`config.mk`:
```
export PLATFORM = sky130hd
export DESIGN_NAME = dcu_scheduler
export DESIGN_NICKNAME = d
export VERILOG_FILES = /design/src/rtl/dcu_sched_pkg.sv /design/src/rtl/dcu_argmin.sv /design/src/rtl/dcu_scheduler.sv
export SDC_FILE = /design/constraint.sdc
export NUM_CORES = 1
export LEC_CHECK = 0
export ABC_CLOCK_PERIOD_IN_PS = 6100
export BUFFER_PORTS_ARGS = -buffer_cell sky130_fd_sc_hd__buf_2
export CORE_MARGIN = 1.5
export CORE_UTILIZATION = 58
export DETAILED_ROUTE_END_ITERATION = 8
export HOLD_SLACK_MARGIN = 0.15
export PLACE_DENSITY = 0.95
export SYNTH_ARGS = -nofsm -noshare
export SYNTH_HDL_FRONTEND = slang
export SYNTH_SLANG_ARGS = --single-unit
```
`constraint.sdc`:
```
create_clock -name clk -period 6.1 [get_ports clk]
set_clock_uncertainty 0.1 [all_clocks]
set_input_delay 0.305 -clock clk [delete_from_list [all_inputs] [get_ports clk]]
set_output_delay 0.305 -clock clk [all_outputs]
set_load 0.02 [all_outputs]
```
`src/rtl/dcu_sched_pkg.sv`:
```
// Shared constants and state encoding for the DCU scheduler.
// Holds default geometry (histogram stride, training-set size, watchdog
// limit), datapath widths, the "no result yet" distance and the FSM encoding.
package dcu_sched_pkg;

    localparam int HIST_BYTES_DFLT = 1024;
    localparam int MAX_TRAIN_DFLT  = 2048;
    localparam int WAIT_LIMIT_DFLT = 4096;

    localparam int DIST_W = 18;
    localparam int IDX_W  = 11;
    localparam int OFS_W  = 21;
    localparam int NUM_W  = 12;

    localparam logic [DIST_W-1:0] DIST_MAX = 18'h3FFFF;

    typedef logic [2:0] state_t;
    localparam state_t ST_IDLE  = 3'd0;
    localparam state_t ST_ISSUE = 3'd1;
    localparam state_t ST_WAIT  = 3'd2;
    localparam state_t ST_DONE  = 3'd3;
    localparam state_t ST_ERR   = 3'd4;

endpackage

```
`src/rtl/dcu_argmin.sv`:
```
// Running minimum tracker for the nearest-neighbour search.
// Ports:
//   clk, rst        clock, synchronous active-high reset
//   clear           reload best_distance=DIST_MAX, best_index=0
//   strobe          qualifies index/distance as a new candidate
//   index, distance candidate sample
//   best_index, best_distance  current minimum
// Strict less-than means the first (lowest) index wins on a tie, since
// samples are presented in ascending index order.
module dcu_argmin
    import dcu_sched_pkg::*;
(
    input  logic              clk,
    input  logic              rst,
    input  logic              clear,
    input  logic              strobe,
    input  logic [IDX_W-1:0]  index,
    input  logic [DIST_W-1:0] distance,
    output logic [IDX_W-1:0]  best_index,
    output logic [DIST_W-1:0] best_distance
);

    always_ff @(posedge clk) begin
        if (rst || clear) begin
            best_distance <= DIST_MAX;
            best_index    <= '0;
        end else if (strobe && (distance < best_distance)) begin
            best_distance <= distance;
            best_index    <= index;
        end
    end

endmodule

```
`src/rtl/dcu_scheduler.sv`:
```
// Sequencing controller for the distance compute unit.
// Walks samples 0..num_train-1: one ISSUE cycle pulses dcu_enable with the
// sample's histogram offset, then WAIT holds until dcu_valid (or the
// watchdog expires). Returned distances feed dcu_argmin.
// Ports:
//   clk, rst                 clock, synchronous active-high reset
//   start, abort, num_train  run control
//   busy, done, error        run status (error is sticky until next start)
//   dcu_enable, dcu_offset   launch interface to the DCU
//   dcu_distance, dcu_valid  result interface from the DCU
//   best_index, best_distance, best_valid  nearest-neighbour result
module dcu_scheduler
    import dcu_sched_pkg::*;
#(
    parameter int HIST_BYTES = HIST_BYTES_DFLT,
    parameter int MAX_TRAIN  = MAX_TRAIN_DFLT,
    parameter int WAIT_LIMIT = WAIT_LIMIT_DFLT
) (
    input  logic              clk,
    input  logic              rst,
    input  logic              start,
    input  logic              abort,
    input  logic [NUM_W-1:0]  num_train,
    output logic              busy,
    output logic              dcu_enable,
    output logic [OFS_W-1:0]  dcu_offset,
    input  logic [DIST_W-1:0] dcu_distance,
    input  logic              dcu_valid,
    output logic [IDX_W-1:0]  best_index,
    output logic [DIST_W-1:0] best_distance,
    output logic              best_valid,
    output logic              done,
    output logic              error
);

    localparam int OFS_SHIFT = $clog2(HIST_BYTES);
    localparam int WD_W      = $clog2(WAIT_LIMIT);

    state_t             state;
    logic [IDX_W-1:0]   idx;
    logic [NUM_W-1:0]   n_train;
    logic [WD_W-1:0]    wd;
    logic [NUM_W-1:0]   n_clamped;
    logic               accept;
    logic               last;
    logic               take;

    assign n_clamped = (num_train > NUM_W'(MAX_TRAIN)) ? NUM_W'(MAX_TRAIN) : num_train;
    assign accept    = (state == ST_IDLE) && start;
    assign last      = ({1'b0, idx} == (n_train - 12'd1));
    // Abort beats a coincident result: the candidate is discarded.
    assign take      = (state == ST_WAIT) && dcu_valid && !abort;

    assign busy       = (state == ST_ISSUE) || (state == ST_WAIT);
    assign dcu_enable = (state == ST_ISSUE) && !abort;
    assign done       = ((state == ST_DONE) || (state == ST_ERR)) && !abort;
    // Power-of-two stride: offset is the index shifted into the upper bits.
    assign dcu_offset = {idx, {OFS_SHIFT{1'b0}}};

    always_ff @(posedge clk) begin
        if (rst) begin
            state      <= ST_IDLE;
            idx        <= '0;
            n_train    <= '0;
            wd         <= '0;
            best_valid <= 1'b0;
            error      <= 1'b0;
        end else if (abort && (state != ST_IDLE)) begin
            state      <= ST_IDLE;
            best_valid <= 1'b0;
        end else begin
            case (state)
                ST_IDLE: begin
                    if (start) begin
                        idx        <= '0;
                        n_train    <= n_clamped;
                        best_valid <= 1'b0;
                        error      <= 1'b0;
                        state      <= (n_clamped == '0) ? ST_DONE : ST_ISSUE;
                    end
                end
                ST_ISSUE: begin
                    wd    <= '0;
                    state <= ST_WAIT;
                end
                ST_WAIT: begin
                    if (dcu_valid) begin
                        if (last) begin
                            best_valid <= 1'b1;
                            state      <= ST_DONE;
                        end else begin
                            idx   <= idx + 1'b1;
                            state <= ST_ISSUE;
                        end
                    end else if (wd == WD_W'(WAIT_LIMIT - 1)) begin
                        error      <= 1'b1;
                        best_valid <= 1'b0;
                        state      <= ST_ERR;
                    end else begin
                        wd <= wd + 1'b1;
                    end
                end
                ST_DONE: state <= ST_IDLE;
                ST_ERR:  state <= ST_IDLE;
                default: state <= ST_IDLE;
            endcase
        end
    end

    dcu_argmin u_argmin (
        .clk           (clk),
        .rst           (rst),
        .clear         (accept && (n_clamped != '0)),
        .strobe        (take),
        .index         (idx),
        .distance      (dcu_distance),
        .best_index    (best_index),
        .best_distance (best_distance)
    );

endmodule

```
==> out/qor.yml, run 1 <==
worst_hold_path:
  min_path_cells: 3
  holdCritStartpoint: "num_train[11]"
  hold_path_class: "primary input to flop"
  holdPathEnd: "n_train[11]"
drt:
  avgViaCountPerCell: 5.88
  wirelength_um: 9800
  drt-initial-drc-count: 299
  dr.pass1.iters: 5
  drt-wirelength-per-cell_um: 15.7
  drtAntennaViolNets: 0
  vias: 3667
  drcViolationCount: 0
logic_synthesis:
  synth.yosys.seq_area_share_pct: 36.5
  ys_ff_latch: 69
  synth_warnings: 0
  synth_area_um2: 3780
  syn_inst: 449
  synth.distinct_cells: 57
  synth-main-ff-cell: "dfxtp_1"
  synth_area_leaders: "dfxtp_1 37%, ha_1 6.6%, mux2i_1 5.0%"
  synth.avg_cell_area_um2: 8.42
  synthArstFlopShare_pct: 0
  yosys.area.top_type: "dfxtp_1"
  synth_edf_count: 0
  synth_top_area_share_pct: 36.5
pwr:
  clock_power_share_pct: 36.5
  power_frac_comb_pct: 14.0
  p_int_uw: 692
  ir_drop_mv: 0.136
  switching_share_pct: 26.5
  p_seq_share_pct: 49.5
  leakage_uw: 0.00196
  switchingPower_uw: 249
  p_per_area_nw_per_um2: 205
final_layout:
  nets: 598
  syn_to_final_growth_pct: 21.4
  drive_gt1_share_pct: 19.7
  antenna_cells: 0
  fill_cells: 452
  utilization_pct: 72.7
  register_area_um2: 1380
  multi_input_area_um2: 2180
timing:
  setup_tns_ns: 0
  rsz0062_at_grt: "no"
  worst_slack_ns: 2.47
  slew_viol_final: 0
  whs_ns: 0.163
  hold_viol_final: 0
  finalSetupViolCount: 0
  max_slew_margin_pct: 17.1
  final_min_period_over_clock_period_pct: 59.5
  fin_crit_ns: 3.63
  timing.fmax_mhz: 275
  worst_slew_pin_slew_ns: 1.24
placed_design:
  numPortBuffers: 79
  post-place-ws_ns: 2.79
  gp_congestion: 0.877
  place_hpwl_um: 6420
clock_network:
  clk_pin_slew_worst_paths_ns: 0.07
  clk_latency_ns: 0.35
  cts_tree: "yes"
  h-tree-depth: 3
  cts_max_path_buffers: 2
  clkSinkCount: 69
  clockRootBuffer: "clkbuf_8"
  postCtsResizedCells: 0
  cts_buffers: 9
worst_setup_path:
  worstPathMaxFanout: 46
  critPathKind: "primary input to flop"
  reg2reg_slack_ns: 2.71
  timing.rr.start: "u_argmin.best_distance[11]"
  rr_worst_depth: 10
  cp-end-kind: "flop"
  crit_slowest_cell: "a21oi_4"
  setup.worst_path.start_class: "primary input"
  crit_buf_inv: 2
  r2r-end: "u_argmin.best_index[10]"
  critPathTopFamily: "compound AO/OA/AOI/OAI gates"
  crit_path_max_incr_delay_ns: 1.02
  cp_cell_sequence: "dlygate4sd3_1 > buf_2 > ha_1 > a21o_1 > a21oi_1 > nor2b_1 > a2111oi_0 > o21ai_0 > a21oi_4 > mux2i_1 > nor2_1"
  cp_data_arrival_time_ns: 3.76
  cp.required_ns: 6.22
floorplan:
  row_count: 29
  start_util_pct: 59.9
  core_um2: 6310
  dieHeight_um: 83.7
  ios: 90
  die_w_um: 83.7
  fp.dieArea_um2: 7010
grt:
  track_usage_pct: 28.8
  grt_pass1_vias: 3597
  grt_overflow: 0
  antenna_found_initial: 0
  grt_pass1_wl_um: 16500
  grt_max_degree: 47
run_status:
  status: "complete, no violations"
job:
  maxCapViolations: 0
## worst max path at each step
stage,slack [ns],depth (start not counted),to,startpoint
3_3_place_gp,2.98,10,u_argmin.best_distance[0],dcu_distance[11]
4_1_cts,2.56,11,u_argmin.best_index[10],dcu_distance[11]
2_1_floorplan,3.44,12,u_argmin.best_distance[0],u_argmin.best_distance[11]
6_report,2.47,11,u_argmin.best_index[10],dcu_distance[11]
3_5_place_dp,2.79,10,u_argmin.best_index[10],dcu_distance[11]
5_1_grt,2.13,11,u_argmin.best_index[2],dcu_distance[11]
## synthesized netlist by cell type, types with 2 or more instances
cell and number:
dfxtp_1 69, nor2_1 49, a21oi_1 22, a211oi_1 2, nand3_1 10, nor3b_1 5, or4_1 4, and2_1 3
ha_1 20, a21o_1 2, a211o_1 2, and3_1 3, inv_1 28, buf_2 2, nand2b_1 5, nor4_2 2
nor2b_1 4, nor3_1 6, o211ai_1 19, nor4_1 7, xnor2_1 16, o21ai_0 9, nor4b_1 2, nand4_1 7
clkbuf_1 18, a22oi_1 8, or2_2 3, xor2_1 9, nand2_1 47, buf_4 10, a2111oi_0 2, or3_1 11
mux2i_1 19
## cells by family after synthesis
group                      after synthesis  share of synthesized area, %
muxes                                   21                          6.02
AOI/OAI and AO/OA                       79                          14.3
DFF                                     69                          36.5
buffers and inverters                   59                          7.11
xor gates and xnor gates                25                          5.79
other                                    1                        0.0992
adders and majority gates               20                          6.62
and+or+nand+nor                        175                          23.6
## what timing repair did
item | in CTS | in global routing
hold buffers | 25 | 0
buffers inserted | 0 | 0
endpoints found under the hold margin | 25 | 0
## through the flow
| step | std cells | power [uW] | cell area, um^2 |
|---|---|---|---|
| 6_report | 624 | 941 | 4590 |
| 5_1_grt | 624 | 977 | 4590 |
| 4_1_cts | 624 | 939 | 4590 |
| 3_5_place_dp | 584 | 591 | 4160 |
| 3_3_place_gp | 584 | 585 | 4160 |
| 2_1_floorplan | 458 | 561 | 3810 |
## worst min-delay path, stage by stage
cell     delay [ns]
buf_2          0.14
nand2_1        0.06
a21oi_1        0.06
## power groups by stage
stage	registers, uW	logic [uW]	clock network [uW]
finish	466	132	343
global route	467	144	366
CTS	466	129	344
detailed placement	476	115	0
global placement	475	110	0
floorplan	473	87.8	0
## cells in the final DEF, fill, tap and decap left out, types with 3 or more instances in the layout
| master | instances |
|---|---|
| xnor2_1 | 16 |
| nor4_1 | 7 |
| dlygate4sd3_1 | 25 |
| nand2b_1 | 5 |
| nor3b_1 | 5 |
| ha_1 | 20 |
| nor2b_1 | 4 |
| o21ai_0 | 9 |
| dfxtp_1 | 69 |
| buf_2 | 79 |
| conb_1 | 10 |
| nand4_1 | 7 |
| xor2_1 | 9 |
| nor2_1 | 49 |
| nand2_1 | 47 |
| o211ai_1 | 19 |
| and3_1 | 3 |
| and2_1 | 3 |
| nor3_1 | 6 |
| or3_1 | 11 |
| mux2i_1 | 19 |
| or2_2 | 3 |
| or4_1 | 4 |
| clkbuf_8 | 12 |
| inv_1 | 28 |
| a21oi_1 | 21 |
| a22oi_1 | 8 |
| nand3_1 | 10 |
## layer usage
metal	up-vias	GRT usage (%)	share of wire, %
met5	-	0	0
met4	0	13.7	2.7
met3	28	4.75	5.7
met2	158	49.9	50
met1	1742	34.8	42
li1	1739	-	-
## final cells by class
type | count | area share (%)
Tap cell | 77 | 2.10
Multi-Input combinational cell | 330 | 47.4
Inverter | 28 | 2.29
Timing Repair Buffer | 105 | 14.2
Clock buffer | 14 | 3.76
Sequential cell | 69 | 30.1
Clock inverter | 1 | 0.109
## registers in the layout, summed over array words and instances, names as in the netlist
signal,count
u_argmin.best_distance,18
u_argmin.best_index,11
error,1
n_train,12
state,3
best_valid,1
idx,11
wd,12
Note: power is estimated with default switching activity, not from simulation.
==> run 2, diff against run 1 <==
--- a/config.mk
+++ b/config.mk
@@ -5,13 +5,14 @@
 export SDC_FILE = /design/constraint.sdc
 export NUM_CORES = 1
 export LEC_CHECK = 0
-export ABC_CLOCK_PERIOD_IN_PS = 6100
+export ABC_AREA = 1
+export ABC_CLOCK_PERIOD_IN_PS = 3600
 export BUFFER_PORTS_ARGS = -buffer_cell sky130_fd_sc_hd__buf_2
 export CORE_MARGIN = 1.5
-export CORE_UTILIZATION = 58
+export CORE_UTILIZATION = 55
 export DETAILED_ROUTE_END_ITERATION = 8
 export HOLD_SLACK_MARGIN = 0.15
-export PLACE_DENSITY = 0.95
+export PLACE_DENSITY = 0.91
 export SYNTH_ARGS = -nofsm -noshare
 export SYNTH_HDL_FRONTEND = slang
 export SYNTH_SLANG_ARGS = --single-unit
==> constraint.sdc (replaced) <==
create_clock -name clk -period 3.6 [get_ports clk]
set_clock_uncertainty 0.1 [all_clocks]
set_input_delay 0.18 -clock clk [delete_from_list [all_inputs] [get_ports clk]]
set_output_delay 0.18 -clock clk [all_outputs]
set_load 0.02 [all_outputs]
==> run 2 against run 1 <==
Power rose by 89%; routed wire length grew 19%; cell count up 33%; global-route usage shrank 0.43 points; synthesized cell count grew 39%; critical path type unchanged; critical endpoint is now u_argmin.best_distance[0]; largest cell class unchanged; largest power group unchanged.
==> out/qor.yml, run 2 <==
worst_setup_path:
  setup.worst_path.start_class: "primary input"
  cp-end-kind: "flop"
  cp_data_arrival_time_ns: 2.95
  critPathKind: "primary input to flop"
  cp.required_ns: 3.71
  reg2reg_slack_ns: 0.88
  worstPathMaxFanout: 16
clock_network:
  cts_buffers: 9
  h-tree-depth: 3
  clkSinkCount: 69
  post-cts-setup-buffers: 0
  cts_max_path_buffers: 2
  cts_tree: "yes"
  clk_pin_slew_worst_paths_ns: 0.08
  clockRootBuffer: "clkbuf_8"
  clk_latency_ns: 0.36
logic_synthesis:
  synth-main-ff-cell: "dfxtp_1"
  synth.most_common_cell: "nand2_1"
  yosys.area.top_type: "dfxtp_1"
  syn_inst: 625
  synth_top_area_share_pct: 32.0
  synth_edf_count: 0
  ys_ff_latch: 69
  synth.yosys.seq_area_share_pct: 32.0
  synth_area_leaders: "dfxtp_1 32%, nand2_1 13%, ha_1 5.8%"
  synth_area_um2: 4310
  synth_warnings: 0
  ys_top_cells_by_count: "150 x nand2_1, 69 x dfxtp_1, 59 x inv_1"
  synth.avg_cell_area_um2: 6.90
  synthArstFlopShare_pct: 0
  synth.distinct_cells: 41
final_layout:
  final_cell_mix: "150 x nand2_1, 79 x buf_2, 69 x dfxtp_1, 59 x inv_1, 53 x nor2_1"
  regMostFlops: "u_argmin.best_distance"
  instances_no_fill: 832
  largest_reg_flops: 18
  drive_gt1_share_pct: 19.9
  syn_to_final_growth_pct: 20.7
  antenna_cells: 0
  largestRegisters: "u_argmin.best_distance x18, n_train x12, wd x12"
  nets: 780
  final_common_cell: "nand2_1"
grt:
  track_usage_pct: 28.4
  grt_overflow: 0
  grt_pass1_wl_um: 19500
  grt_max_degree: 35
  grt_pass1_vias: 4345
  antenna_found_initial: 0
pwr:
  ir_drop_mv: 0.215
  leakage_uw: 0.00242
  power_uw: 1780
  p_per_area_nw_per_um2: 342
timing:
  final_min_period_over_clock_period_pct: 78.7
  rsz0062_at_grt: "no"
  max_slew_margin_pct: 54.1
  worst_slew_pin_slew_ns: 0.686
  fin_crit_ns: 2.83
  hold_viol_final: 0
  slew_viol_final: 0
  setup_tns_ns: 0
  finalSetupViolCount: 0
  timing.fmax_mhz: 353
floorplan:
  die_w_um: 91.5
  row_count: 32
  start_util_pct: 56.4
  ios: 90
  dieHeight_um: 91.5
  fp.dieArea_um2: 8380
  core_um2: 7650
placed_design:
  gp_congestion: 0.849
  place_hpwl_um: 7750
  numPortBuffers: 79
  dp.cells: 782
drt:
  drt-initial-drc-count: 405
  drt-wirelength-per-cell_um: 14.0
  wirelength_um: 11700
  drtAntennaViolNets: 0
  avgViaCountPerCell: 5.51
  drcViolationCount: 0
  dr.pass1.iters: 5
  vias: 4586
run_status:
  status: "complete, no violations"
worst_hold_path:
  hold_path_class: "primary input to flop"
job:
  maxCapViolations: 0
run 2: cell types whose count changed after synthesis, moves of 17 or more:
cell	previous run	this run
o211ai_1	19	2
nand4_1	7	38
inv_1	28	59
nand2_1	47	150
a21oi_1	22	44
nand3_1	10	49
mux2i_1	19	0
run 2: what timing repair did:
action / CTS / global route
resized for setup: 0 / 0
endpoints found under the hold margin: 31 / 0
hold buffers: 34 / 0
run 2: critical path, cell delays in order:
cell and delay, ns:
dlygate4sd3_1 0.54, buf_2 0.13, ha_1 0.32, a21oi_1 0.19, o21ai_0 0.13, o21bai_1 0.20, nand2_1 0.07, nand4_1 0.53
buf_4 0.45, nand2_1 0.10, o211ai_1 0.11
run 2: report_power, final:
part	internal, uW	leakage [uW]	switching, uW	total (uW)
clock	249	0.0000860	318	566
combinational	140	0.00178	270	410
sequential	783	0.000559	20.5	804
total	1170	0.00242	608	1780
run 2: kinds of logic (layout without fill, tap and decap cells):
kind of cell             count (synthesis)  after routing  share of synthesized area (%)
adder cells (fa/ha/maj)                 20             20                           5.81
XOR/XNOR                                23             23                           4.67
buffers and inverters                  105            201                           10.8
flip-flops                              69             69                           32.0
other                                    1             10                         0.0870
AO/OA/AOI/OAI                           74             74                           10.3
AND/OR/NAND/NOR                        333            333                           36.2
run 2: metal layers:
| metal | vias up | track usage (%) | part of all wire [%] |
|---|---|---|---|
| met3 | 60 | 5.78 | 6.0 |
| met5 | - | 0 | 0 |
| li1 | 2231 | - | - |
| met1 | 2094 | 33.9 | 41 |
| met4 | 0 | 15.9 | 4.9 |
| met2 | 201 | 47.4 | 48 |
run 2: per-stage QoR:
stage	util [%]	instance area, um^2	worst slack [ns]	hold slack [ns]
after detailed placement	61.4	4700	1.07	0.350
final	68.0	5200	0.766	0.146
after global placement	61.4	4700	1.22	0.335
after floorplan	-	4340	1.43	0.223
after global routing	68.0	5200	0.560	0.172
after CTS	68.0	5200	0.946	0.151
run 2: cell type report:
cell class / instances / area (um^2)
sequential: 69 / 1380
inverter: 66 / 248
multi-input combinational: 460 / 2500
fill: 602 / 2440
timing repair buffer: 119 / 781
clock inverter: 6 / 40.0
clock buffer: 10 / 128
tap: 102 / 128
run 2: path summary, 6_finish.rpt:
kind,depth (start not counted),endpoint,startpoint
setup / recovery,11,u_argmin.best_distance[0],dcu_distance[9]
hold / removal,5,state[2],start
setup reg to reg,10,u_argmin.best_distance[0],u_argmin.best_distance[7]
hold reg to reg,2,error,error
==> run 3, diff against run 2 <==
--- a/config.mk
+++ b/config.mk
@@ -6,7 +6,7 @@
 export NUM_CORES = 1
 export LEC_CHECK = 0
 export ABC_AREA = 1
-export ABC_CLOCK_PERIOD_IN_PS = 3600
+export ABC_CLOCK_PERIOD_IN_PS = 2620
 export BUFFER_PORTS_ARGS = -buffer_cell sky130_fd_sc_hd__buf_2
 export CORE_MARGIN = 1.5
 export CORE_UTILIZATION = 55
==> constraint.sdc (replaced) <==
create_clock -name clk -period 2.62 [get_ports clk]
set_clock_uncertainty 0.1 [all_clocks]
set_input_delay 0.131 -clock clk [delete_from_list [all_inputs] [get_ports clk]]
set_output_delay 0.131 -clock clk [all_outputs]
set_load 0.02 [all_outputs]
==> run 3 against run 2 <==
Cell area grew 4.9%; routed wire length increased by 9.2%; highest routed layer unchanged; die area unchanged; critical endpoint is now n_train[3]; sequential share of layout area is 1.2 points lower; hold slack improved by 0.026 ns; combinational power increased by 49%; count of clock-buffer cells in the layout decreased by 1.
==> out/qor.yml, run 3 (synthesized netlist as in run 2, its figures left out) <==
timing:
  worst_slack_ns: 0.0922
  timing.fmax_mhz: 396
  finalSetupViolCount: 0
  final_min_period_over_clock_period_pct: 96.5
  worst_slew_pin_slew_ns: 0.643
  slew_viol_final: 0
  max_slew_margin_pct: 56.0
  fin_crit_ns: 2.53
  hold_viol_final: 0
final_layout:
  instances_no_fill: 850
  regMostFlops: "u_argmin.best_distance"
  final_area_um2: 5460
  utilization_pct: 71.4
  multi_input_area_um2: 2520
  largest_reg_flops: 18
  final_common_cell: "nand2_1"
  syn_to_final_growth_pct: 26.6
  final_cell_mix: "149 x nand2_1, 79 x buf_2, 69 x dfxtp_1, 58 x inv_1, 53 x nor2_1"
  drive_gt1_share_pct: 20.7
  largestRegisters: "u_argmin.best_distance x18, n_train x12, wd x12"
  antenna_cells: 0
  nets: 798
  register_area_um2: 1380
  fill_cells: 543
clock_network:
  cts_tree: "yes"
  clockRootBuffer: "clkbuf_8"
  h-tree-depth: 3
  post-cts-setup-buffers: 0
  clkSinkCount: 69
  cts_max_path_buffers: 2
  cts_buffers: 9
  clk_pin_slew_worst_paths_ns: 0.08
  clk_latency_ns: 0.37
drt:
  wl_met1_um: 4940
  wirelength_um: 12700
  vias: 4891
  drcViolationCount: 0
  drtAntennaViolNets: 0
  drt-wirelength-per-cell_um: 15.0
  avgViaCountPerCell: 5.75
  met2_wirelength_um: 6150
  drt-initial-drc-count: 434
  top_layer_used: "met4"
  dr.pass1.iters: 5
  wl_met3_um: 1030
worst_setup_path:
  cp_cell_sequence: "dlygate4sd3_1 > buf_2 > nor2_1 > nand2_1 > nor3_2 > nand3_1 > nand2_2 > nand3_1 > dlygate4sd3_1 > a21oi_2 > dlygate4sd3_1"
  cp.required_ns: 2.83
  rr_worst_depth: 10
  cpMostUsedCell: "dlygate4sd3_1"
  crit_end: "n_train[3]"
  r2r-end: "n_train[3]"
  cp-startpoint: "num_train[4]"
  cp-end-kind: "flop"
  crit_path_max_incr_delay_ns: 0.58
  critPathKind: "primary input to flop"
  cp_data_arrival_time_ns: 2.74
  timing.rr.start: "state[2]"
  setup.worst_path.start_class: "primary input"
  crit_slowest_cell: "dlygate4sd3_1"
  reg2reg_slack_ns: 0.11
  worstPathMaxFanout: 8
pwr:
  leakage_uw: 0.00254
  power_uw: 2640
  p_per_area_nw_per_um2: 484
  ir_drop_mv: 0.322
job:
  maxCapViolations: 0
floorplan:
  ios: 90
  row_count: 32
  fp.dieArea_um2: 8380
  core_um2: 7650
  dieHeight_um: 91.5
  start_util_pct: 56.4
  die_w_um: 91.5
grt:
  track_usage_pct: 30.5
  antenna_found_initial: 0
  grt_pass1_wl_um: 20700
  grt_max_degree: 29
  grt_pass1_vias: 4652
  grt_overflow: 0
placed_design:
  post-place-ws_ns: 0.428
  gp_congestion: 0.862
  dp.cells: 785
  place_hpwl_um: 7690
  numPortBuffers: 79
  post_dp_cell_area_um2: 4730
worst_hold_path:
  hold_path_class: "primary input to flop"
run_status:
  status: "complete, no violations"
run 3: changes by cell type in the layout (fill, tap and decap cells not counted), sizes merged:
cell / change
dlymetal6s4s: +3
bufinv: +1
clkinvlp: +1
clkbuf: -1
clkinv: -4
inv: +3
dlygate4sd3: +12
buf: +3
run 3: power breakdown:
group | leakage [uW] | switching (uW) | internal [uW]
registers | 0.000559 | 30.8 | 1080
logic | 0.00189 | 393 | 219
clock network | 0.0000968 | 474 | 451
total | 0.00254 | 898 | 1750
run 3: area by class of cell:
type                       instances  share of cell area [%]
clock buffer                       9                    2.27
inverter                          66                    4.59
sequential                        69                    25.3
timing repair buffer             137                    17.9
tap                              102                    2.34
multi-input combinational        460                    46.1
clock inverter                     7                    1.47
run 3: timing repair:
action / CTS / global route
hold buffers: 50 / 0
hold endpoints to repair: 40 / 0
gates resized for setup: 0 / 11
setup endpoints to repair: 0 / 6
run 3: stage by stage:
stage                     TNS, ns  hold slack, ns
final                           0           0.172
after global placement          0           0.289
after floorplan                 0           0.174
after CTS                       0           0.171
after detailed placement        0           0.300
after global routing      -0.0285           0.226
run 3: layer usage:
| metal | global-route usage (%) | up-vias |
|---|---|---|
| li1 | - | 2268 |
| met1 | 35.1 | 2228 |
| met2 | 51.9 | 321 |
| met3 | 6.11 | 74 |
| met4 | 18.2 | 0 |
| met5 | 0 | - |
run 3: worst min path at each step:
stage	slack, ns	to	start	cells past startpoint
after detailed placement	0.30	u_argmin.best_distance[7]	dcu_distance[7]	3
final	0.17	wd[6]	abort	5
after global placement	0.29	n_train[8]	num_train[8]	3
after global routing	0.23	wd[2]	abort	5
after CTS	0.17	wd[6]	abort	5
after floorplan	0.17	n_train[10]	num_train[10]	2
run 3: critical path, delay by kind of cell:
| kind | cells | cell delay (ns) |
|---|---|---|
| simple gates | 6 | 0.67 |
| compound gates | 1 | 0.11 |
| buf+inv | 4 | 1.81 |
